--- src/rtl/byte_unstriping_rx.sv ---
// Reassembles a byte stream from four skewed lanes, each buffered in its own FIFO and drained round-robin 0->1->2->3.
// Output is registered: one cycle from FIFO head to data_out. Lanes get no back-pressure; writes to a full lane are dropped and flagged.
module byte_unstriping_rx #(
  parameter int WIDTH = 8,
  parameter int DEPTH = 4
) (
  input  logic             clk,
  input  logic             reset,
  input  logic [WIDTH-1:0] data_in0,
  input  logic [WIDTH-1:0] data_in1,
  input  logic [WIDTH-1:0] data_in2,
  input  logic [WIDTH-1:0] data_in3,
  input  logic             valid_in0,
  input  logic             valid_in1,
  input  logic             valid_in2,
  input  logic             valid_in3,
  input  logic             ready,
  output logic [WIDTH-1:0] data_out,
  output logic             valid_out,
  output logic [3:0]       overflow,
  output logic [3:0]       lane_empty
);

  localparam int AW = $clog2(DEPTH);

  logic [WIDTH-1:0] din [4];
  logic [3:0]       vin;
  logic [WIDTH-1:0] mem [4][DEPTH];
  logic [AW-1:0]    wr_ptr [4];
  logic [AW-1:0]    rd_ptr [4];
  logic [AW:0]      count [4];
  logic [1:0]       sel;
  logic             pop;
  logic [3:0]       pop_lane;
  logic [3:0]       full;
  logic [3:0]       wr_en;
  logic [3:0]       drop;

  assign din[0] = data_in0;
  assign din[1] = data_in1;
  assign din[2] = data_in2;
  assign din[3] = data_in3;
  assign vin    = {valid_in3, valid_in2, valid_in1, valid_in0};

  // A full lane still accepts a write when it is being popped in the same cycle.
  always_comb begin
    lane_empty = '0;
    full       = '0;
    pop_lane   = '0;
    wr_en      = '0;
    drop       = '0;
    pop        = 1'b0;
    for (int n = 0; n < 4; n++) begin
      lane_empty[n] = (count[n] == '0);
      full[n]       = (count[n] == (AW+1)'(DEPTH));
    end
    pop = ready & ~lane_empty[sel];
    for (int n = 0; n < 4; n++) begin
      pop_lane[n] = pop && (sel == 2'(n));
      wr_en[n]    = vin[n] & (~full[n] | pop_lane[n]);
      drop[n]     = vin[n] & full[n] & ~pop_lane[n];
    end
  end

  always_ff @(posedge clk) begin
    for (int n = 0; n < 4; n++) begin
      if (wr_en[n]) mem[n][wr_ptr[n]] <= din[n];
    end
  end

  always_ff @(posedge clk or negedge reset) begin
    if (!reset) begin
      for (int n = 0; n < 4; n++) begin
        wr_ptr[n] <= '0;
        rd_ptr[n] <= '0;
        count[n]  <= '0;
      end
      sel       <= 2'd0;
      data_out  <= '0;
      valid_out <= 1'b0;
      overflow  <= 4'b0000;
    end else begin
      for (int n = 0; n < 4; n++) begin
        if (wr_en[n])    wr_ptr[n] <= wr_ptr[n] + AW'(1);
        if (pop_lane[n]) rd_ptr[n] <= rd_ptr[n] + AW'(1);
        case ({wr_en[n], pop_lane[n]})
          2'b10:   count[n] <= count[n] + (AW+1)'(1);
          2'b01:   count[n] <= count[n] - (AW+1)'(1);
          default: count[n] <= count[n];
        endcase
      end
      overflow <= overflow | drop;
      if (pop) begin
        data_out  <= mem[sel][rd_ptr[sel]];
        valid_out <= 1'b1;
        sel       <= sel + 2'd1;
      end else begin
        valid_out <= 1'b0;
      end
    end
  end

endmodule

--- config.mk ---
export PLATFORM = sky130hd
export DESIGN_NAME = byte_unstriping_rx
export DESIGN_NICKNAME = d
export VERILOG_FILES = /design/src/rtl/byte_unstriping_rx.sv
export SDC_FILE = /design/constraint.sdc
export NUM_CORES = 1
export LEC_CHECK = 0
export CORE_MARGIN = 8
export CORE_UTILIZATION = 63
export CTS_BUF_LIST = sky130_fd_sc_hd__clkbuf_16
export DETAILED_ROUTE_END_ITERATION = 6
export DONT_BUFFER_PORTS = 1
export PLACE_DENSITY = 0.89
export SLEW_MARGIN = 10
export SYNTH_ARGS = -nofsm -noshare
export SYNTH_HDL_FRONTEND = slang
export SYNTH_SLANG_ARGS = --single-unit
--- constraint.sdc ---
create_clock -name clk -period 2.9 [get_ports clk]
set_input_delay 0.145 -clock clk [delete_from_list [all_inputs] [get_ports clk]]
set_output_delay 0.145 -clock clk [all_outputs]
set_load 0.05 [all_outputs]
==> summary.md, run 1 <==
| Metric | Value |
|---|---|
| Chip Height | 124.5 um |
| Kind of end point of the critical path | flip-flop |
| Clk Latency, worst-skew pair | 0.43 ns |
| Avg WL per Cell | 26.10 um |
| Area share of fa/ha/maj cells after synthesis | 0.05130 |
| Final period demand of the worst path | 2.750 ns |
| Syn Nets | 477 |
| Number of vias per cell after detailed routing | 6.262 |
| Fin area | 8661 um^2 |
| Worst path arrival time | 3.10 ns |
| Master cell of the clock root buffer | clkbuf_16 |
| Normalized max-slew margin | 0.5158 |
| Clock buffer count from CTS | 17 |
| Number of global-route vias before repair | 4244 |
| Biggest cell delay along the critical path | 0.38 ns |
| Final number of hold-violating endpoints | 0 |
| ANT nets after route | 0 |
| Initial Utilization | 0.6466 |
| Crit path top cell by count | inv_1 |
| Antenna violations before repair | 0 |
| Netlist Area Pre-Place | 7415 um^2 |
| Die span in x | 124.5 um |
| Startpoint type of the worst setup path | flip-flop |
| Req. time, crit path | 3.25 ns |
| Layout overhead on the synthesized area | 16.81% |
| Wire length of the first global-routing pass | 25120 um |
| Status | finished clean |
| P_leak | 3.246 nW |
| Xor and xnor fraction of the mapped netlist area | 0.02835 |
| Hold/Removal Path Class | in2reg |
| Number of placement rows | 39 |
| Core Footprint | 11470 um^2 |
| Post-synth ARST share | 0.2515 |
| Vias after detailed routing | 3939 |
| Number of enable flip-flop cells after synthesis | 128 |
| Setup TNS | 0 ns |
| Clk slew on worst S/H paths | 0.06 ns |
| Worst setup skew after layout | 0.01141 ns |
| Dominant combinational cell family by area after synthesis | multiplexers |
| Synth Area in Simple Gates | 0.03544 |
| Drt initial violations | 361 |
| Final worst slack | 0.1497 ns |
| GRT Total Usage | 0.2169 |
| Library cell with the highest instance count after synthesis | edfxtp_1 |
| Most area-hungry cell type in the Yosys netlist | edfxtp_1 |
| Maximum VDD drop | 0.8045 mV |
| Footprint of the multi-input gates | 2308 um^2 |
| Final GP Congestion | 0.8277 |
| Area of the die | 15500 um^2 |
| Maximum root-to-sink buffer count | 2 |
| Avg Cell Area, Syn | 18.08 um^2 |
| First-pass DRT Iterations | 4 |
| Count of final setup violators | 0 |
| Number of warning messages in the yosys log | 0 |
| GRT Residual Overflow | 0 |
| Count of clock tree sinks | 171 |
| Final wirelength | 16420 um |
| Port Buf Inserts | 0 |
| Number of distinct library cell variants in the gate-level netlist after synthesis | 39 |
| Share of cells above drive strength 1 | 0.2243 |
| Fraction of the core area covered by cells at the end of the flow | 0.7553 |
| Diode count | 0 |
| Unrepaired setup endpoints after global routing | false |
| Max Fclk | 0.3636 GHz |
| Slowest CP cell | dfrtp_1 |
| Mux share of post-synthesis cell area | 0.1576 |
| Number of storage elements in the synthesis netlist | 171 |
| Ys flop type | edfxtp_1 |
| Count of unresolved DRC violations after routing | 0 |
| Cell-by-cell listing of the critical path | buf_6 > buf_8 > inv_1 > ha_1 > o21a_1 > o31a_4 > inv_1 > ha_1 > inv_1 > fa_1 > xor2_1 > nor2_1 > xor2_1 |
| Top cells by area in the synthesized netlist | edfxtp_1 52%, dfrtp_1 15%, mux4_2 10% |
| Count of max-cap constraint violations | 0 |
| Synth top area share | 0.5184 |
| Dpl cell area | 7649 um^2 |
| Final HPWL DP | 10210 um |
| Worst-Margin Slew | 0.7246 ns |
| Number of slew-limit violations in the final report | 0 |
| TritonCTS clock tree | done |
| NumNets Final | 541 |
| Synth Instances | 410 |
| Total number of H-tree levels | 4 |
| Power density over the cells | 1178 nW/um^2 |
| Highest net fanout along the worst path | 23 |
| Combined flip-flop and latch cell area | 4921 um^2 |
| Post-route fraction of the period consumed by the critical path | 0.9484 |
| Largest net degree at the start of global routing | 44 |
| Sequential element share of the synthesized area | 0.6635 |
| Filler Cell Count | 606 |
| IO Count | 56 |
| Post-Place Worst Slack | -0.3664 ns |
| Most frequent cells after synthesis | 128 x edfxtp_1, 43 x dfrtp_1, 34 x mux4_2 |
| Compound-cell area share of the yosys netlist | 0.03442 |
| Critical Setup Path Class | reg2reg |
[repair_timing]
item,in CTS,in global routing
endpoints found under the hold margin,176,0
buffers inserted,0,0
gates resized for setup,2,3
hold buffers,39,0
setup endpoints to repair,39,4
[per-layer routing]
| layer | up-vias | routed length (um) | global-route usage | share of wire |
|---|---|---|---|---|
| li1 | 1695 | - | - | - |
| met2 | 185 | 8602 | 0.3634 | 0.52 |
| met5 | - | 0 | 0 | 0 |
| met1 | 2018 | 6214 | 0.2534 | 0.38 |
| met4 | 0 | 472 | 0.1099 | 0.029 |
| met3 | 41 | 1128 | 0.05660 | 0.069 |
[power by group]
part	switching [W]	internal, W
combinational	0.00208	0.00176
sequential	0.000730	0.00340
clock	0.000962	0.00127
total	0.00377	0.00642
[logic make-up after synthesis]
kind of cell	Yosys count
flip-flops	171
multiplexers	72
buffers and inverters	44
AND/OR/NAND/NOR	40
AO/OA/AOI/OAI	31
adder cells (fa/ha/maj)	28
XOR/XNOR	24
[worst paths after layout]
path | start | to | slack, ns | cells past startpoint
worst min-delay path | valid_in1 | wr_ptr[4] | 0.12 | 3
min in group asynchronous | reset | data_out[6] | 0.21 | 2
worst min register to register | rd_ptr[1] | rd_ptr[1] | 0.48 | 1
worst max-delay path | sel[1] | count[8] | 0.15 | 13
max in group asynchronous | reset | sel[0] | 2.45 | 2
worst max register to register | sel[1] | count[8] | 0.15 | 13
[state kept, by name, indices dropped and copies added, names as in the netlist]
signal / flops
sel: 2
rd_ptr: 8
data_out: 8
wr_ptr: 8
mem: 128
overflow: 4
valid_out: 1
count: 12
[metrics by stage]
stage                     hold WS [ns]  std cells  power (W)
after floorplan                -0.1506        410   0.006878
after global placement         -0.1489        559   0.007572
after detailed placement       -0.1484        559   0.007792
after CTS                       0.1116        629    0.01016
after global routing            0.1259        629    0.01061
final                           0.1219        629    0.01020
[critical path, delay by kind of cell (launching register included)]
| kind | cells | cell delay (ns) |
|---|---|---|
| AO/OA/AOI/OAI | 2 | 0.34 |
| XOR/XNOR | 2 | 0.31 |
| adder cells (fa/ha/maj) | 3 | 0.78 |
| buffers and inverters | 5 | 0.72 |
| flip-flops | 1 | 0.38 |
| AND/OR/NAND/NOR | 1 | 0.12 |
[layout by cell type (no fill, tap or decap), types with 5 or more instances in the layout]
master,n
dlygate4sd3_1,38
xor2_1,7
xnor2_1,17
edfxtp_1,128
and2_1,16
inv_1,33
mux4_2,34
buf_4,17
ha_1,24
dfrtp_1,42
mux2_2,10
mux2i_1,26
nand2_1,5
o21ai_0,7
clkbuf_16,17
nor2_1,7
[cell type report]
| class | instances | area share |
|---|---|---|
| Tap cell | 143 | 0.02066 |
| Clock buffer | 17 | 0.04912 |
| Multi-Input combinational cell | 195 | 0.2665 |
| Clock inverter | 14 | 0.01719 |
| Timing Repair Buffer | 58 | 0.06487 |
| Sequential cell | 171 | 0.5682 |
| Inverter | 31 | 0.01344 |
Note: power is estimated with default switching activity, not from simulation.
==> run 2, diff against run 1 <==
CORE_ASPECT_RATIO = 1.75   (was default)
==> summary.md, run 2 (synthesis results as in run 1) <==
| Metric | Value |
|---|---|
| Status | finished clean |
| Final Hold Slack | 0.1241 ns |
| Startpoint type of the worst setup path | flip-flop |
| Fraction of power consumed by sequential logic | 0.402 |
| ANT nets after route | 0 |
| Count of max-cap constraint violations | 0 |
| Number of placement rows | 52 |
| Share of cells above drive strength 1 | 0.2327 |
| Req. time, crit path | 3.25 ns |
| Avg WL per Cell | 27.25 um |
| Max Fclk | 0.3569 GHz |
| Placed cell count | 554 |
| Final worst slack | 0.09786 ns |
| TritonCTS clock tree | done |
| GRT Residual Overflow | 0 |
| Worst path arrival time | 3.15 ns |
| Critical Setup Path Class | reg2reg |
| Clock buffer count from CTS | 17 |
| Number of vias per cell after detailed routing | 6.440 |
| Final HPWL DP | 10880 um |
| Count of unresolved DRC violations after routing | 0 |
| Diode count | 0 |
| Filler Cell Count | 622 |
| Number of global-route vias before repair | 4413 |
| Largest net degree at the start of global routing | 44 |
| Highest net fanout along the worst path | 10 |
| Maximum root-to-sink buffer count | 2 |
| GRT Total Usage | 0.2303 |
| Antenna violations before repair | 0 |
| Part of the power in combinational logic | 0.378 |
| Overall power consumption | 0.01027 W |
| Worst setup skew after layout | 0.01247 ns |
| Cell internal power dissipation | 0.006460 W |
| Layout overhead on the synthesized area | 17.30% |
| Post-Place Worst Slack | 0.05622 ns |
| Unrepaired setup endpoints after global routing | false |
| Clk slew on worst S/H paths | 0.07 ns |
| Combined flip-flop and latch cell area | 4921 um^2 |
| Initial Utilization | 0.6439 |
| Footprint of the multi-input gates | 2325 um^2 |
| Chip Height | 159.5 um |
| Count of clock tree sinks | 171 |
| Core Footprint | 11520 um^2 |
| Kind of end point of the critical path | flip-flop |
| Highest-count cells in the layout ignoring fill and taps | 128 x edfxtp_1, 42 x dfrtp_1, 38 x dlygate4sd3_1, 34 x mux4_2, 31 x inv_1 |
| NumNets Final | 544 |
| Drt initial violations | 303 |
| Port Buf Inserts | 0 |
| Final number of hold-violating endpoints | 0 |
| Layout Cells excl Fill | 625 |
| Clk Latency, worst-skew pair | 0.43 ns |
| Area of the die | 15630 um^2 |
| Post-route fraction of the period consumed by the critical path | 0.9663 |
| Count of final setup violators | 0 |
| Setup TNS | 0 ns |
| Power density over the cells | 1180 nW/um^2 |
| Die span in x | 98.01 um |
| Normalized max-slew margin | 0.5214 |
| Worst-Margin Slew | 0.7162 ns |
| Switching share of total power | 0.3707 |
| Maximum VDD drop | 0.8419 mV |
| Clock power share | 0.220 |
| Final period demand of the worst path | 2.802 ns |
| Number of slew-limit violations in the final report | 0 |
| Master cell of the clock root buffer | clkbuf_16 |
| Net switching power figure | 0.003806 W |
| Hold/Removal Path Class | in2reg |
| P_leak | 3.255 nW |
| IO Count | 56 |
| Max reg flops | 128 |
| Vias after detailed routing | 4025 |
| Wire length of the first global-routing pass | 26320 um |
| Final GP Congestion | 0.8450 |
| Most frequent standard cell in the layout excluding fill and tap cells | edfxtp_1 |
| First-pass DRT Iterations | 5 |
| Final wirelength | 17030 um |
| Total number of H-tree levels | 4 |
run 2: cell count changes in the layout (fill, tap and decap cells not counted), sizes merged:
cell	previous run	this run
clkinvlp	2	3
buf	20	23
run 2: final timing paths:
kind | startpoint | endpoint | slack [ns] | depth (start not counted)
hold / removal | valid_in1 | wr_ptr[4] | 0.12 | 3
setup reg to reg | count[7] | count[11] | 0.1 | 12
max in group asynchronous | reset | sel[0] | 2.45 | 2
hold reg to reg | rd_ptr[7] | rd_ptr[7] | 0.49 | 1
min in group asynchronous | reset | overflow[1] | 0.21 | 2
setup / recovery | count[7] | count[11] | 0.1 | 12
run 2: worst max-delay path, stage by stage, from the launching register on:
cell     delay [ns]
dfrtp_1        0.42
buf_4          0.17
nor3_4         0.25
o32ai_2        0.13
buf_4          0.19
o31a_4         0.40
inv_1          0.08
ha_1           0.18
inv_1          0.06
fa_1           0.37
xor2_1         0.15
nor2_1         0.16
xor2_1         0.16
run 2: per-stage QoR:
step,cell area [um^2],util
finish,8697,0.7552
global route,8697,0.7552
CTS,8662,0.7522
detailed placement,7669,0.6659
global placement,7661,0.6653
floorplan,7427,-
run 2: cell type report:
class / instances / area share
clock inverters: 15 / 0.01841
inverters: 31 / 0.01338
clock buffers: 17 / 0.04891
flip-flops and latches: 171 / 0.5658
multi-input cells: 195 / 0.2673
repair buffers: 61 / 0.06675
well taps: 135 / 0.01942
run 2: power by group through the flow:
stage | Clock, W | Combinational [W] | Sequential, W
finish | 0.00226 | 0.00388 | 0.00413
floorplan | 0 | 0.00282 | 0.00405
global route | 0.00235 | 0.00419 | 0.00419
CTS | 0.00227 | 0.00383 | 0.00412
detailed placement | 0 | 0.00371 | 0.00415
global placement | 0 | 0.00354 | 0.00410
run 2: timing repair:
item,CTS,global route
hold endpoints to repair,176,0
buffers inserted,0,0
setup endpoints to repair,0,4
gates resized for setup,0,5
hold buffers,39,0
run 2: metal layers:
| metal | vias up | track usage | part of all wire |
|---|---|---|---|
| met3 | 37 | 0.05210 | 0.065 |
| met5 | - | 0 | 0 |
| met1 | 2068 | 0.2573 | 0.35 |
| li1 | 1694 | - | - |
| met2 | 226 | 0.4039 | 0.55 |
| met4 | 0 | 0.1085 | 0.029 |
